--- src/rtl/lwc_pkg.sv ---
// Shared definitions for the LWC data-out receiver: segment type codes,
// header field positions, FSM state encoding, FIFO entry layout and
// small helpers used to decode segment headers.
package lwc_pkg;

  // Segment / status type codes carried in header bits [31:28]
  localparam logic [3:0] SEG_PT   = 4'h4;
  localparam logic [3:0] SEG_CT   = 4'h5;
  localparam logic [3:0] SEG_TAG  = 4'h8;
  localparam logic [3:0] SEG_OK   = 4'hE;
  localparam logic [3:0] SEG_FAIL = 4'hF;

  // Header field positions
  localparam int HDR_TYPE_MSB = 31;
  localparam int HDR_TYPE_LSB = 28;
  localparam int HDR_LEN_MSB  = 15;
  localparam int HDR_LEN_LSB  = 0;

  // Receiver FSM states
  typedef enum logic [1:0] {
    S_HDR  = 2'd0,
    S_DATA = 2'd1,
    S_WAIT = 2'd2,
    S_ERR  = 2'd3
  } state_e;

  // One FIFO entry: payload word plus its segment attributes (40 bits)
  typedef struct packed {
    logic [31:0] data;
    logic [3:0]  typ;
    logic [2:0]  bytes;
    logic        eot;
  } fifo_entry_t;

  localparam int ENTRY_W = $bits(fifo_entry_t);

  // Status words use the two top type codes
  function automatic logic is_status(input logic [3:0] t);
    return (t == SEG_OK) || (t == SEG_FAIL);
  endfunction

  // Segment types a well-formed stream may carry
  function automatic logic legal_seg_type(input logic [3:0] t);
    return (t == SEG_PT) || (t == SEG_CT) || (t == SEG_TAG);
  endfunction

  // Number of 32-bit words needed for len bytes, rounded up
  function automatic logic [14:0] word_count(input logic [15:0] len);
    logic [16:0] sum;
    sum = {1'b0, len} + 17'd3;
    return sum[16:2];
  endfunction

  // Valid bytes in the final word of a segment (1..4)
  function automatic logic [2:0] last_bytes(input logic [15:0] len);
    return (len[1:0] == 2'd0) ? 3'd4 : {1'b0, len[1:0]};
  endfunction

endpackage

--- src/rtl/lwc_fifo.sv ---
// First-word-fall-through FIFO with occupancy count. Push while full is
// accepted only together with a pop; pointers wrap modulo DEPTH (a power
// of two). The read port shows zero whenever the FIFO is empty.
module lwc_fifo #(
  parameter int WIDTH = 40,
  parameter int DEPTH = 4
) (
  input  logic                     clk,
  input  logic                     rst_n,
  input  logic                     push_i,
  input  logic [WIDTH-1:0]         push_data_i,
  input  logic                     pop_i,
  output logic [WIDTH-1:0]         pop_data_o,
  output logic [$clog2(DEPTH):0]   count_o
);

  localparam int AW = $clog2(DEPTH);

  logic [AW-1:0]    wr_q, rd_q;
  logic [AW:0]      cnt_q;
  logic [WIDTH-1:0] mem_q [DEPTH];
  logic             empty_s, full_s, do_push_s, do_pop_s;

  assign empty_s   = (cnt_q == '0);
  assign full_s    = (cnt_q == (AW+1)'(DEPTH));
  assign do_pop_s  = pop_i && !empty_s;
  assign do_push_s = push_i && (!full_s || do_pop_s);

  // Pointer and occupancy bookkeeping; simultaneous push/pop keeps count
  always_ff @(posedge clk or negedge rst_n) begin
    if (!rst_n) begin
      wr_q  <= '0;
      rd_q  <= '0;
      cnt_q <= '0;
    end else begin
      if (do_push_s) wr_q <= wr_q + AW'(1);
      if (do_pop_s)  rd_q <= rd_q + AW'(1);
      case ({do_push_s, do_pop_s})
        2'b10:   cnt_q <= cnt_q + (AW+1)'(1);
        2'b01:   cnt_q <= cnt_q - (AW+1)'(1);
        default: cnt_q <= cnt_q;
      endcase
    end
  end

  // Storage array; contents are only meaningful where count covers them
  always_ff @(posedge clk) begin
    if (do_push_s) mem_q[wr_q] <= push_data_i;
  end

  assign pop_data_o = empty_s ? '0 : mem_q[rd_q];
  assign count_o    = cnt_q;

endmodule

--- src/rtl/lwc_do_receiver.sv ---
// LWC data-out receiver: parses segment headers and status words from the
// cipher core's do stream, forwards payload words with type/byte-count/eot
// through an output FIFO, and reports done/pass once the result drains.
// Optional protocol checking is enabled by defining LWC_DO_RECEIVER_CHECK_EN.
module lwc_do_receiver
  import lwc_pkg::*;
#(
  parameter int DEPTH = 4
) (
  input  logic        clk,
  input  logic        rst,
  input  logic [31:0] do_data,
  input  logic        do_valid,
  input  logic        do_last,
  output logic        do_ready,
  output logic [31:0] out_data,
  output logic        out_valid,
  input  logic        out_ready,
  output logic [3:0]  out_type,
  output logic [2:0]  out_bytes,
  output logic        out_eot,
  output logic        done,
  output logic        pass,
  output logic        err
);

`ifdef LWC_DO_RECEIVER_CHECK_EN
  localparam logic CHECK_EN = 1'b1;
`else
  localparam logic CHECK_EN = 1'b0;
`endif

  localparam int CW = $clog2(DEPTH) + 1;

  state_e      state_q, state_d;
  logic [14:0] rem_q, rem_d;
  logic [3:0]  type_q, type_d;
  logic [2:0]  lastb_q, lastb_d;
  logic        pass_q, pass_d;
  logic        err_q, err_d;
  logic        rdy_en_q;

  logic [CW-1:0] count_s;
  logic          accept_s, push_s, done_s, fifo_empty_s, hdr_bad_s;
  logic [3:0]    hdr_type_s;
  logic [15:0]   hdr_len_s;
  fifo_entry_t   push_entry_s, pop_entry_s;

  assign hdr_type_s   = do_data[HDR_TYPE_MSB:HDR_TYPE_LSB];
  assign hdr_len_s    = do_data[HDR_LEN_MSB:HDR_LEN_LSB];
  assign fifo_empty_s = (count_s == '0);
  assign do_ready     = rdy_en_q && (count_s < CW'(DEPTH)) && (state_q != S_WAIT);
  assign accept_s     = do_valid && do_ready;

  // A header is malformed if it carries do_last or an unknown type; a
  // status word is malformed if it does not close the stream.
  always_comb begin
    hdr_bad_s = 1'b0;
    if (is_status(hdr_type_s)) begin
      hdr_bad_s = !do_last;
    end else begin
      hdr_bad_s = do_last || !legal_seg_type(hdr_type_s);
    end
  end

  // Next-state and datapath control for the stream parser
  always_comb begin
    state_d            = state_q;
    rem_d              = rem_q;
    type_d             = type_q;
    lastb_d            = lastb_q;
    pass_d             = pass_q;
    err_d              = err_q;
    push_s             = 1'b0;
    done_s             = 1'b0;
    push_entry_s.data  = do_data;
    push_entry_s.typ   = type_q;
    push_entry_s.bytes = 3'd4;
    push_entry_s.eot   = 1'b0;
    case (state_q)
      S_HDR: begin
        if (accept_s) begin
          if (CHECK_EN && hdr_bad_s) begin
            err_d   = 1'b1;
            pass_d  = 1'b0;
            state_d = S_ERR;
          end else if (is_status(hdr_type_s)) begin
            pass_d  = (hdr_type_s == SEG_OK);
            state_d = S_WAIT;
          end else begin
            type_d  = hdr_type_s;
            rem_d   = word_count(hdr_len_s);
            lastb_d = last_bytes(hdr_len_s);
            state_d = (hdr_len_s != 16'd0) ? S_DATA : S_HDR;
          end
        end else begin
          state_d = S_HDR;
        end
      end
      S_DATA: begin
        if (accept_s) begin
          if (CHECK_EN && do_last) begin
            err_d   = 1'b1;
            pass_d  = 1'b0;
            state_d = S_ERR;
          end else begin
            push_s = 1'b1;
            rem_d  = rem_q - 15'd1;
            if (rem_q == 15'd1) begin
              push_entry_s.bytes = lastb_q;
              push_entry_s.eot   = 1'b1;
              state_d            = S_HDR;
            end else begin
              state_d = S_DATA;
            end
          end
        end else begin
          state_d = S_DATA;
        end
      end
      S_WAIT: begin
        if (fifo_empty_s) begin
          done_s  = 1'b1;
          state_d = S_HDR;
        end else begin
          state_d = S_WAIT;
        end
      end
      S_ERR: begin
        if (accept_s && do_last) begin
          pass_d  = 1'b0;
          state_d = S_WAIT;
        end else begin
          state_d = S_ERR;
        end
      end
      default: begin
        state_d = S_HDR;
      end
    endcase
  end

  // FSM and segment context registers
  always_ff @(posedge clk or negedge rst) begin
    if (!rst) begin
      state_q <= S_HDR;
      rem_q   <= 15'd0;
      type_q  <= 4'd0;
      lastb_q <= 3'd0;
      pass_q  <= 1'b0;
      err_q   <= 1'b0;
    end else begin
      state_q <= state_d;
      rem_q   <= rem_d;
      type_q  <= type_d;
      lastb_q <= lastb_d;
      pass_q  <= pass_d;
      err_q   <= err_d;
    end
  end

  // Keeps do_ready low for the first cycle after reset release
  always_ff @(posedge clk or negedge rst) begin
    if (!rst) begin
      rdy_en_q <= 1'b0;
    end else begin
      rdy_en_q <= 1'b1;
    end
  end

  lwc_fifo #(
    .WIDTH (ENTRY_W),
    .DEPTH (DEPTH)
  ) u_fifo (
    .clk         (clk),
    .rst_n       (rst),
    .push_i      (push_s),
    .push_data_i (push_entry_s),
    .pop_i       (out_ready),
    .pop_data_o  (pop_entry_s),
    .count_o     (count_s)
  );

  assign out_valid = !fifo_empty_s;
  assign out_data  = pop_entry_s.data;
  assign out_type  = pop_entry_s.typ;
  assign out_bytes = pop_entry_s.bytes;
  assign out_eot   = pop_entry_s.eot;
  assign done      = done_s;
  assign pass      = pass_q;
  assign err       = CHECK_EN ? err_q : 1'b0;

endmodule

--- config.mk ---
export PLATFORM = sky130hd
export DESIGN_NAME = lwc_do_receiver
export DESIGN_NICKNAME = d
export VERILOG_FILES = /design/src/rtl/lwc_pkg.sv /design/src/rtl/lwc_fifo.sv /design/src/rtl/lwc_do_receiver.sv
export SDC_FILE = /design/constraint.sdc
export NUM_CORES = 1
export LEC_CHECK = 0
export BUFFER_PORTS_ARGS = -buffer_cell sky130_fd_sc_hd__buf_4
export CORE_MARGIN = 3
export CORE_UTILIZATION = 35
export CTS_CLUSTER_SIZE = 14
export DETAILED_ROUTE_END_ITERATION = 16
export GPL_TIMING_DRIVEN = 0
export PLACE_DENSITY_LB_ADDON = 0.15
export SLEW_MARGIN = 5
export SYNTH_ARGS = -nofsm -noshare
export SYNTH_HDL_FRONTEND = slang
export SYNTH_SLANG_ARGS = --single-unit
--- constraint.sdc ---
create_clock -name clk -period 3 [get_ports clk]
set_clock_uncertainty 0.05 [all_clocks]
set_input_delay 0.3 -clock clk [delete_from_list [all_inputs] [get_ports clk]]
set_output_delay 0.3 -clock clk [all_outputs]
set_load 0.02 [all_outputs]
==> run_summary.xml, run 1 <==
<?xml version="1.0" encoding="UTF-8"?>
<metrics>
  <group name="global_route">
    <metric name="number_of_global_route_vias_before_repair" unit="">5001</metric>
    <metric name="grt_antenna_before_repair" unit="">0</metric>
    <metric name="grt_usage" unit="">0.149</metric>
    <metric name="grt_pass1_wl" unit="µm">29200</metric>
    <metric name="globalRouteOverflowTotal" unit="">0</metric>
    <metric name="largest_net_degree_at_the_start_of_global_routing" unit="">34</metric>
  </group>
  <group name="synthesis">
    <metric name="synth-seq-area-share" unit="">0.682</metric>
    <metric name="synth_top_area_cells" unit="">edfxtp_1 (58%), mux4_2 (11%), dfrtp_1 (10%), and2_1 (3.3%), xnor2_1 (1.2%)</metric>
    <metric name="synth_top_area_frac" unit="">0.582</metric>
    <metric name="number_of_register_bits_inferred_by_synthesis" unit="">193</metric>
    <metric name="synthTopCellsByCount" unit="">edfxtp_1 (160), and2_1 (43), mux4_2 (40), dfrtp_1 (33), nand3_1 (15)</metric>
    <metric name="syn-cell-area" unit="mm²">0.00826</metric>
    <metric name="mean_syn_cell_area" unit="µm²">16.6</metric>
    <metric name="synth_cells" unit="">496</metric>
    <metric name="synthDistinctLibCells" unit="">64</metric>
    <metric name="ys_dominant_reg_cell" unit="">edfxtp_1</metric>
    <metric name="net_count_after_synthesis" unit="">540</metric>
    <metric name="synthArstFlopShare" unit="">0.171</metric>
    <metric name="synth_largest_area_cell" unit="">edfxtp_1</metric>
    <metric name="cell_with_the_most_instances_after_synthesis" unit="">edfxtp_1</metric>
    <metric name="edff_count_synth" unit="">160</metric>
    <metric name="synth_warnings" unit="">0</metric>
  </group>
  <group name="pwr">
    <metric name="power.static_leakage" unit="µW">0.00343</metric>
    <metric name="vdd_drop_max" unit="mV">0.352</metric>
    <metric name="power.density" unit="mW/mm²">954</metric>
    <metric name="finalPower" unit="µW">9520</metric>
  </group>
  <group name="timing">
    <metric name="fin_crit_sh" unit="">0.931</metric>
    <metric name="timing_hold_violations_final" unit="">0</metric>
    <metric name="max_slew_margin" unit="">0.453</metric>
    <metric name="clock.fmax" unit="MHz">358</metric>
    <metric name="finalSetupViolations" unit="">0</metric>
    <metric name="setup_slack" unit="ps">208</metric>
    <metric name="timing_max_transition_violations_final" unit="">0</metric>
    <metric name="finalCriticalPeriod" unit="ps">2790</metric>
    <metric name="setup_repair_after_global_routing_missed_its_margin" unit="">false</metric>
    <metric name="worst-slew-pin-transition" unit="ps">821</metric>
  </group>
  <group name="worst_setup_path">
    <metric name="arrival" unit="ps">2440</metric>
    <metric name="startpoint_of_the_worst_setup_timing_path" unit="">u_fifo.count_o[0]</metric>
    <metric name="timing.setup.critical_path_class" unit="">flop to output port</metric>
    <metric name="critical_path_peak_fanout" unit="">10</metric>
    <metric name="worst_setup_path_end_kind" unit="">output port</metric>
    <metric name="type_of_origin_of_the_critical_path" unit="">flop</metric>
    <metric name="worstPathRequired" unit="ps">2650</metric>
    <metric name="regToRegStartpoint" unit="">u_fifo.count_o[0]</metric>
  </group>
  <group name="die">
    <metric name="io_pins" unit="">82</metric>
    <metric name="rows" unit="">55</metric>
    <metric name="die_w" unit="µm">160</metric>
    <metric name="die_height" unit="µm">160</metric>
    <metric name="core_area" unit="mm²">0.0229</metric>
    <metric name="fp.dieArea" unit="mm²">0.0255</metric>
    <metric name="initial_core_util" unit="">0.360</metric>
  </group>
  <group name="clock_tree">
    <metric name="cts_tree" unit="">built</metric>
    <metric name="ctsLongestPathBuffers" unit="">2</metric>
    <metric name="cts_sinks" unit="">193</metric>
    <metric name="cts-buffers-inserted" unit="">17</metric>
    <metric name="cts-resized-gates" unit="">0</metric>
    <metric name="cts.clk_slew.worst_paths" unit="ps">70</metric>
    <metric name="latest_clock_arrival_within_the_worst_skew_pair" unit="ps">430</metric>
    <metric name="h-tree-depth" unit="">4</metric>
    <metric name="cell_at_the_root_of_the_clock_tree" unit="">clkbuf_16</metric>
  </group>
  <group name="cells_and_area">
    <metric name="nets" unit="">645</metric>
    <metric name="area_growth" unit="%">20.9</metric>
    <metric name="antenna_diode_count" unit="">0</metric>
    <metric name="layout.filler_cells" unit="">2045</metric>
    <metric name="design_area" unit="mm²">0.00998</metric>
    <metric name="drive_gt1_frac" unit="">0.298</metric>
  </group>
  <group name="drt">
    <metric name="drcViolationCount" unit="">0</metric>
    <metric name="route.detailed.wl_per_inst" unit="µm">20.1</metric>
    <metric name="firstDrtPassIters" unit="">5</metric>
    <metric name="num_vias" unit="">4790</metric>
    <metric name="wirelength" unit="µm">18600</metric>
    <metric name="route.detailed.vias_per_inst" unit="">5.17</metric>
    <metric name="antenna_left" unit="">0</metric>
    <metric name="drt_iter0_drc" unit="">310</metric>
  </group>
  <group name="placed_design">
    <metric name="detailed_place.area" unit="mm²">0.00933</metric>
    <metric name="post-dp-hpwl" unit="µm">12300</metric>
    <metric name="place_worst_setup_slack" unit="ps">490</metric>
    <metric name="port_buffers" unit="">80</metric>
    <metric name="gp_routability_congestion" unit="">0.801</metric>
  </group>
  <group name="outcome">
    <metric name="run_status" unit="">finished, final reports clean</metric>
  </group>
  <group name="run">
    <metric name="max_cap_violations" unit="">0</metric>
  </group>
  <group name="worst_hold_path">
    <metric name="holdCritPathClass" unit="">primary input to flop</metric>
    <metric name="hold_path.startpoint" unit="">do_data[17]</metric>
  </group>
</metrics>
## critical path, stage by stage, from the launching register on
cell      delay, ps
dfrtp_1         430
or3_1           380
clkbuf_1        250
clkbuf_1        370
nor3b_1         370
buf_4           210
## cells in the final DEF, fill, tap and decap left out, types with 6 or more instances in the layout
master	Yosys	final
nor4_1	8	8
ha_1	6	6
o21ai_0	14	14
inv_1	8	8
nor3_1	7	7
xor2_1	6	6
buf_2	6	6
edfxtp_1	160	160
nand2_1	11	11
xnor2_1	11	11
mux4_2	40	40
a21oi_1	6	6
dfrtp_1	33	33
clkbuf_16	0	17
or3_1	6	6
buf_4	2	82
clkbuf_1	13	14
nand3_1	15	15
and2_1	43	43
nand4_1	10	10
nor2_1	12	12
## through the flow
stage | TNS (ps) | instances | utilization | hold slack [ps]
2_1_floorplan | 0 | 496 | - | -45.6
3_3_place_gp | -44980 | 889 | 0.404 | 236
3_5_place_dp | 0 | 893 | 0.407 | 246
4_1_cts | 0 | 926 | 0.435 | 2.31
5_1_grt | 0 | 927 | 0.435 | 1.03
6_report | 0 | 927 | 0.435 | 18.3
## state kept, by name, summed over array words and instances (netlist names)
register / count
pass: 1
u_fifo.count_o: 3
u_fifo.rd_q: 2
rdy_en_q: 1
rem_q: 15
type_q: 4
u_fifo.wr_q: 2
u_fifo.mem_q: 160
state_q: 2
lastb_q: 3
## kinds of logic (layout without fill, tap and decap cells)
logic type,Yosys count,count (layout),synth area share
AND/OR/NAND/NOR,143,143,0.107
adder cells (fa/ha/maj),7,7,0.0115
XOR/XNOR,17,17,0.0180
buffers and inverters,35,153,0.0188
multiplexers,45,45,0.116
AO/OA/AOI/OAI,54,54,0.0461
other,2,2,0.000910
flip-flops,193,193,0.682
## layer usage
layer	global-route usage	part of all wire	up-vias
met5	0	0	-
met4	0.0382	0.010	0
met3	0.0315	0.031	18
met2	0.254	0.51	98
met1	0.196	0.45	2491
li1	-	-	2183
## power breakdown
group | internal, µW | switching, µW | leakage, µW | total [µW]
Clock | 1350 | 1050 | 0.000310 | 2400
Sequential | 3320 | 266 | 0.00184 | 3580
Combinational | 1620 | 1910 | 0.00128 | 3540
## final timing paths
check / cells past startpoint / slack [ps] / end
setup / recovery: 5 / 210 / done
hold / removal: 1 / 20 / u_fifo.mem_q[3][25]
setup reg to reg: 7 / 470 / u_fifo.count_o[2]
hold reg to reg: 1 / 450 / lastb_q[2]
max in group asynchronous: 2 / 2250 / rem_q[9]
min in group asynchronous: 2 / 310 / lastb_q[2]
## layout make-up
class,count,area [µm²],share of cell area
sequential,193,5630,0.564
clock buffer,18,429,0.0430
buffer,27,125,0.0125
clock inverter,14,196,0.0197
timing repair buffer,86,701,0.0702
inverter,8,30.0,0.00301
tap,313,392,0.0392
multi-input combinational,268,2470,0.248
## repair_timing
action                                 in CTS  in global routing
hold buffers                                1                  1
setup buffers                               0                  0
endpoints found under the hold margin      33                  4
(Power assumes the default switching activity.)
==> run 2, diff against run 1 <==
BUFFER_PORTS_ARGS = unset   (was -buffer_cell sky130_fd_sc_hd__buf_4)
DONT_BUFFER_PORTS = 1   (was unset)
==> run 2 against run 1 <==
Compared with the run above:
- design area down 3.1%
- utilization down 1.4 points
- non-clock buffer count is 48 lower
- die area did not move
- critical path type unchanged
- largest power group unchanged
- highest routed layer unchanged
==> run_summary.xml, run 2 (synthesis gave the netlist of run 1 again) <==
<?xml version="1.0" encoding="UTF-8"?>
<metrics>
  <group name="worst_setup_path">
    <metric name="worstPathRequired" unit="ps">2650</metric>
    <metric name="regToRegStartpoint" unit="">u_fifo.count_o[0]</metric>
    <metric name="worst_setup_path_end_kind" unit="">output port</metric>
    <metric name="arrival" unit="ps">2420</metric>
    <metric name="timing.setup.critical_path_class" unit="">flop to output port</metric>
    <metric name="reg2reg_setup_slack" unit="ps">380</metric>
    <metric name="slowest_stage" unit="">nor3b_2</metric>
    <metric name="timing.reg2reg.worst_path_depth" unit="">7</metric>
    <metric name="critical_path_peak_fanout" unit="">10</metric>
    <metric name="type_of_origin_of_the_critical_path" unit="">flop</metric>
    <metric name="crit_path_cell_trace" unit="">or3_1 -&gt; clkbuf_1 -&gt; clkbuf_2 -&gt; nor3b_2</metric>
    <metric name="regToRegEndpoint" unit="">u_fifo.count_o[2]</metric>
    <metric name="critical_path.n_buffers_inverters" unit="">2</metric>
    <metric name="max_stage_delay" unit="ps">500</metric>
    <metric name="path_delay_family" unit="">simple AND/OR/NAND/NOR gates</metric>
  </group>
  <group name="timing">
    <metric name="timing_hold_violations_final" unit="">0</metric>
    <metric name="clock.fmax" unit="MHz">362</metric>
    <metric name="finalSetupViolations" unit="">0</metric>
    <metric name="fin_crit_sh" unit="">0.922</metric>
    <metric name="worst-slew-pin-transition" unit="ps">903</metric>
    <metric name="max_slew_margin" unit="">0.396</metric>
    <metric name="setup_repair_after_global_routing_missed_its_margin" unit="">false</metric>
    <metric name="timing_max_transition_violations_final" unit="">0</metric>
    <metric name="finalCriticalPeriod" unit="ps">2770</metric>
  </group>
  <group name="pwr">
    <metric name="finalPower" unit="µW">8800</metric>
    <metric name="vdd_drop_max" unit="mV">0.316</metric>
    <metric name="power.static_leakage" unit="µW">0.00316</metric>
    <metric name="power.density" unit="mW/mm²">911</metric>
  </group>
  <group name="drt">
    <metric name="num_vias" unit="">4596</metric>
    <metric name="drcViolationCount" unit="">0</metric>
    <metric name="drt_iter0_drc" unit="">377</metric>
    <metric name="wirelength" unit="µm">19200</metric>
    <metric name="antenna_left" unit="">0</metric>
    <metric name="firstDrtPassIters" unit="">4</metric>
    <metric name="route.detailed.vias_per_inst" unit="">5.23</metric>
    <metric name="route.detailed.wl_per_inst" unit="µm">21.9</metric>
  </group>
  <group name="clock_tree">
    <metric name="cell_at_the_root_of_the_clock_tree" unit="">clkbuf_16</metric>
    <metric name="latest_clock_arrival_within_the_worst_skew_pair" unit="ps">420</metric>
    <metric name="cts.clk_slew.worst_paths" unit="ps">70</metric>
    <metric name="h-tree-depth" unit="">4</metric>
    <metric name="post_cts_buffers" unit="">0</metric>
    <metric name="cts_sinks" unit="">193</metric>
    <metric name="cts-buffers-inserted" unit="">17</metric>
    <metric name="cts_tree" unit="">built</metric>
    <metric name="ctsLongestPathBuffers" unit="">2</metric>
  </group>
  <group name="worst_hold_path">
    <metric name="worstHoldPathCells" unit="">2</metric>
    <metric name="end_point_of_the_worst_hold_path" unit="">u_fifo.rd_q[1]</metric>
    <metric name="hold_path.startpoint" unit="">out_ready</metric>
    <metric name="holdCritPathClass" unit="">primary input to flop</metric>
  </group>
  <group name="placed_design">
    <metric name="place_inst" unit="">813</metric>
    <metric name="port_buffers" unit="">0</metric>
    <metric name="post-dp-hpwl" unit="µm">12300</metric>
    <metric name="gp_routability_congestion" unit="">0.808</metric>
  </group>
  <group name="die">
    <metric name="io_pins" unit="">82</metric>
    <metric name="core_area" unit="mm²">0.0229</metric>
    <metric name="initial_core_util" unit="">0.360</metric>
    <metric name="rows" unit="">55</metric>
    <metric name="die_w" unit="µm">160</metric>
    <metric name="fp.dieArea" unit="mm²">0.0255</metric>
    <metric name="die_height" unit="µm">160</metric>
  </group>
  <group name="cells_and_area">
    <metric name="layout_top_registers" unit="">u_fifo.mem_q (160), rem_q (15), type_q (4)</metric>
    <metric name="area_growth" unit="%">17.1</metric>
    <metric name="final_cell_count_no_fill" unit="">878</metric>
    <metric name="antenna_diode_count" unit="">0</metric>
    <metric name="register_bank_with_the_most_flops" unit="">u_fifo.mem_q</metric>
    <metric name="drive_gt1_frac" unit="">0.182</metric>
    <metric name="layout.cells.most_common" unit="">edfxtp_1</metric>
    <metric name="nets" unit="">597</metric>
    <metric name="largest_register_ffs" unit="">160</metric>
    <metric name="final_cell_mix" unit="">edfxtp_1 (160), and2_1 (43), mux4_2 (40)</metric>
  </group>
  <group name="run">
    <metric name="max_cap_violations" unit="">0</metric>
  </group>
  <group name="global_route">
    <metric name="globalRouteOverflowTotal" unit="">0</metric>
    <metric name="grt_antenna_before_repair" unit="">0</metric>
    <metric name="grt_pass1_wl" unit="µm">29700</metric>
    <metric name="largest_net_degree_at_the_start_of_global_routing" unit="">34</metric>
    <metric name="grt_usage" unit="">0.154</metric>
    <metric name="number_of_global_route_vias_before_repair" unit="">4860</metric>
  </group>
  <group name="outcome">
    <metric name="run_status" unit="">finished, final reports clean</metric>
  </group>
</metrics>
run 2: changes by cell type in the layout (fill, tap and decap cells not counted), sizes merged:
cell,before,now
buf,97,18
dlygate4sd3,2,33
clkinv,3,6
inv,16,14
bufinv,3,2
clkbuf,32,31
run 2: power breakdown:
group	internal [µW]	leakage, µW	switching [µW]
clock network	1240	0.000284	1000
logic	1160	0.00104	1810
registers	3320	0.00184	272
total	5720	0.00316	3090
run 2: metrics by stage:
| step | TNS [ps] | setup WS (ps) | utilization | cell area, µm² | hold WS [ps] |
|---|---|---|---|---|---|
| 6_report | 0 | 235 | 0.422 | 9670 | 19.9 |
| 5_1_grt | 0 | 90.8 | 0.422 | 9670 | 19.0 |
| 4_1_cts | 0 | 143 | 0.422 | 9670 | 0.939 |
| 3_5_place_dp | 0 | 160 | 0.381 | 8730 | -42.6 |
| 3_3_place_gp | -53440 | -354 | 0.377 | 8650 | -42.6 |
| 2_1_floorplan | 0 | 722 | - | 8260 | -45.6 |
run 2: worst max path at each step:
| stage | endpoint | startpoint | slack [ps] | cells past startpoint |
|---|---|---|---|---|
| after floorplan | u_fifo.mem_q[0][0] | state_q[1] | 720 | 2 |
| after global placement | u_fifo.mem_q[1][14] | state_q[1] | -350 | 2 |
| after detailed placement | done | u_fifo.count_o[0] | 160 | 4 |
| after CTS | done | u_fifo.count_o[0] | 140 | 4 |
| after global routing | out_data[2] | u_fifo.rd_q[0] | 90 | 4 |
| final | done | u_fifo.count_o[0] | 230 | 4 |
run 2: layout make-up:
cell class / instances / area [µm²]
well taps: 313 / 392
clock inverters: 14 / 153
multi-input cells: 268 / 2480
flip-flops and latches: 193 / 5630
clock buffers: 17 / 425
plain buffers: 27 / 126
inverters: 8 / 30.0
fillers: 2073 / 13200
repair buffers: 38 / 430
run 2: worst register-to-register path, stage by stage (launching register included):
cell      delay, ps
dfrtp_1         430
or3_1           370
clkbuf_1        290
nand2_1         280
nor2_1           80
fa_1            400
or4_1           550
nand3_1         100
run 2: timing repair:
action	4_1_cts	5_1_grt
hold buffers	34	0
setup endpoints to repair	2	0
hold endpoints to repair	168	0
gates resized for setup	2	0
run 2: per-layer routing:
layer	vias to the layer above	wire length [µm]	track usage
li1	2082	-	-
met1	2388	8520	0.204
met2	113	9550	0.255
met3	13	993	0.0356
met4	0	189	0.0462
met5	-	0	0
==> run 3, diff against run 2 <==
CORE_ASPECT_RATIO = 0.75   (was unset)
PLACE_DENSITY_LB_ADDON = 0.12   (was 0.15)
==> run 3 against run 2 <==
Compared with the run above:
- hold slack lost 1.2 ps
- power grew 0.66%
- sequential cell count is the same
- global-route usage grew 0.52 points
- maximum frequency grew 0.22%
- wire length grew 1.4%
- critical endpoint is now out_data[29]
- largest power group unchanged
==> run_summary.xml, run 3 (synthesis gave the netlist of run 1 again) <==
<?xml version="1.0" encoding="UTF-8"?>
<metrics>
  <group name="worst_setup_path">
    <metric name="worst_setup_path_end_kind" unit="">output port</metric>
    <metric name="arrival" unit="ps">2410</metric>
    <metric name="regToRegEndpoint" unit="">u_fifo.count_o[2]</metric>
    <metric name="worstPathRequired" unit="ps">2650</metric>
    <metric name="type_of_origin_of_the_critical_path" unit="">flop</metric>
    <metric name="critical_path_peak_fanout" unit="">10</metric>
    <metric name="timing.reg2reg.worst_path_depth" unit="">7</metric>
    <metric name="regToRegStartpoint" unit="">state_q[1]</metric>
    <metric name="reg2reg_setup_slack" unit="ps">420</metric>
    <metric name="timing.setup.critical_path_class" unit="">flop to output port</metric>
  </group>
  <group name="timing">
    <metric name="finalCriticalPeriod" unit="ps">2760</metric>
    <metric name="worst-slew-pin-transition" unit="ps">809</metric>
    <metric name="clock.fmax" unit="MHz">362</metric>
    <metric name="max_slew_margin" unit="">0.461</metric>
    <metric name="fin_crit_sh" unit="">0.920</metric>
    <metric name="finalSetupViolations" unit="">0</metric>
    <metric name="timing_hold_violations_final" unit="">0</metric>
    <metric name="timing_max_transition_violations_final" unit="">0</metric>
    <metric name="setup_repair_after_global_routing_missed_its_margin" unit="">false</metric>
  </group>
  <group name="drt">
    <metric name="antenna_left" unit="">0</metric>
    <metric name="route.detailed.vias_per_inst" unit="">5.28</metric>
    <metric name="drt_iter0_drc" unit="">308</metric>
    <metric name="firstDrtPassIters" unit="">5</metric>
    <metric name="route.detailed.wl_per_inst" unit="µm">22.5</metric>
    <metric name="num_vias" unit="">4571</metric>
    <metric name="wirelength" unit="µm">19500</metric>
    <metric name="drcViolationCount" unit="">0</metric>
  </group>
  <group name="cells_and_area">
    <metric name="antenna_diode_count" unit="">0</metric>
    <metric name="register_bank_with_the_most_flops" unit="">u_fifo.mem_q</metric>
    <metric name="area_growth" unit="%">17.1</metric>
    <metric name="drive_gt1_frac" unit="">0.182</metric>
    <metric name="final_cell_mix" unit="">edfxtp_1 (160), and2_1 (43), mux4_2 (40)</metric>
    <metric name="final_core_util" unit="">0.418</metric>
    <metric name="largest_register_ffs" unit="">160</metric>
    <metric name="nets" unit="">597</metric>
    <metric name="layout.cells.most_common" unit="">edfxtp_1</metric>
    <metric name="layout_top_registers" unit="">u_fifo.mem_q (160), rem_q (15), type_q (4)</metric>
    <metric name="layout.filler_cells" unit="">2061</metric>
  </group>
  <group name="die">
    <metric name="fp.dieArea" unit="mm²">0.0255</metric>
    <metric name="core_area" unit="mm²">0.0231</metric>
    <metric name="die_w" unit="µm">183</metric>
    <metric name="rows" unit="">48</metric>
    <metric name="die_height" unit="µm">139</metric>
    <metric name="io_pins" unit="">82</metric>
    <metric name="initial_core_util" unit="">0.357</metric>
  </group>
  <group name="outcome">
    <metric name="run_status" unit="">finished, final reports clean</metric>
  </group>
  <group name="global_route">
    <metric name="number_of_global_route_vias_before_repair" unit="">4953</metric>
    <metric name="largest_net_degree_at_the_start_of_global_routing" unit="">34</metric>
    <metric name="globalRouteOverflowTotal" unit="">0</metric>
    <metric name="grt_usage" unit="">0.159</metric>
    <metric name="grt_pass1_wl" unit="µm">30300</metric>
    <metric name="grt_antenna_before_repair" unit="">0</metric>
  </group>
  <group name="pwr">
    <metric name="finalPower" unit="µW">8860</metric>
    <metric name="power.static_leakage" unit="µW">0.00316</metric>
    <metric name="vdd_drop_max" unit="mV">0.403</metric>
    <metric name="power.density" unit="mW/mm²">917</metric>
  </group>
  <group name="clock_tree">
    <metric name="cell_at_the_root_of_the_clock_tree" unit="">clkbuf_16</metric>
    <metric name="ctsLongestPathBuffers" unit="">2</metric>
    <metric name="cts.clk_slew.worst_paths" unit="ps">60</metric>
    <metric name="latest_clock_arrival_within_the_worst_skew_pair" unit="ps">430</metric>
    <metric name="cts-buffers-inserted" unit="">17</metric>
    <metric name="h-tree-depth" unit="">4</metric>
    <metric name="cts_tree" unit="">built</metric>
    <metric name="post_cts_buffers" unit="">0</metric>
    <metric name="cts_sinks" unit="">193</metric>
  </group>
  <group name="worst_hold_path">
    <metric name="worstHoldPathCells" unit="">2</metric>
    <metric name="end_point_of_the_worst_hold_path" unit="">u_fifo.rd_q[1]</metric>
    <metric name="hold_path.startpoint" unit="">out_ready</metric>
    <metric name="holdCritPathClass" unit="">primary input to flop</metric>
  </group>
  <group name="placed_design">
    <metric name="gp_routability_congestion" unit="">0.852</metric>
    <metric name="post-dp-hpwl" unit="µm">12400</metric>
    <metric name="port_buffers" unit="">0</metric>
  </group>
  <group name="run">
    <metric name="max_cap_violations" unit="">0</metric>
  </group>
</metrics>
-- run 3: timing repair --
item / in CTS / in global routing
hold endpoints to repair: 168 / 0
setup endpoints to repair: 1 / 0
hold buffers: 34 / 0
resized for setup: 1 / 0
-- run 3: final cells by class --
type                       instances  area (µm²)  area share
sequential                       193        5630       0.583
multi-input combinational        268        2480       0.257
clock buffer                      19         433      0.0448
timing repair buffer              38         430      0.0445
tap                              300         375      0.0388
clock inverter                    13         159      0.0164
buffer                            27         125      0.0129
inverter                           8        30.0     0.00311
-- run 3: how the worst max path moves through the flow --
stage	start	to	slack, ps	cells after the start
2_1_floorplan	state_q[1]	u_fifo.mem_q[0][0]	720	2
3_3_place_gp	state_q[1]	u_fifo.mem_q[0][13]	-380	2
3_5_place_dp	u_fifo.count_o[0]	done	400	4
4_1_cts	u_fifo.rd_q[0]	out_type[1]	180	4
5_1_grt	u_fifo.rd_q[0]	out_type[1]	70	4
6_report	u_fifo.count_o[2]	out_data[29]	240	4
-- run 3: worst max-delay path, stage by stage, from the launching register on --
cell and delay (ps):
dfrtp_1 460, or3_1 140, clkbuf_1 390, clkbuf_1 610, and2_1 380
-- run 3: power breakdown --
part	switching, µW	total (µW)	internal (µW)	leakage [µW]
registers	290	3610	3320	0.00184
clock network	971	2280	1310	0.000286
logic	1810	2970	1160	0.00103
-- run 3: layer usage --
layer  wire (µm)  vias to the layer above  part of all wire  track usage
li1            -                     2085                 -            -
met1        9540                     2343              0.49        0.230
met2        8750                      126              0.45        0.238
met3         923                       17             0.047       0.0414
met4         293                        0             0.015       0.0509
met5           0                        -                 0            0
-- run 3: metrics by stage --
| step | instances | TNS, ps | setup WS, ps | instance area [µm²] | hold slack (ps) |
|---|---|---|---|---|---|
| after global placement | 796 | -57780 | -381 | 8630 | -43.1 |
| final | 866 | 0 | 241 | 9660 | 18.7 |
| after detailed placement | 800 | 0 | 400 | 8720 | -43.1 |
| after CTS | 866 | 0 | 181 | 9660 | 0.508 |
| after global routing | 866 | 0 | 69.9 | 9660 | 9.28 |
| after floorplan | 496 | 0 | 722 | 8260 | -45.6 |
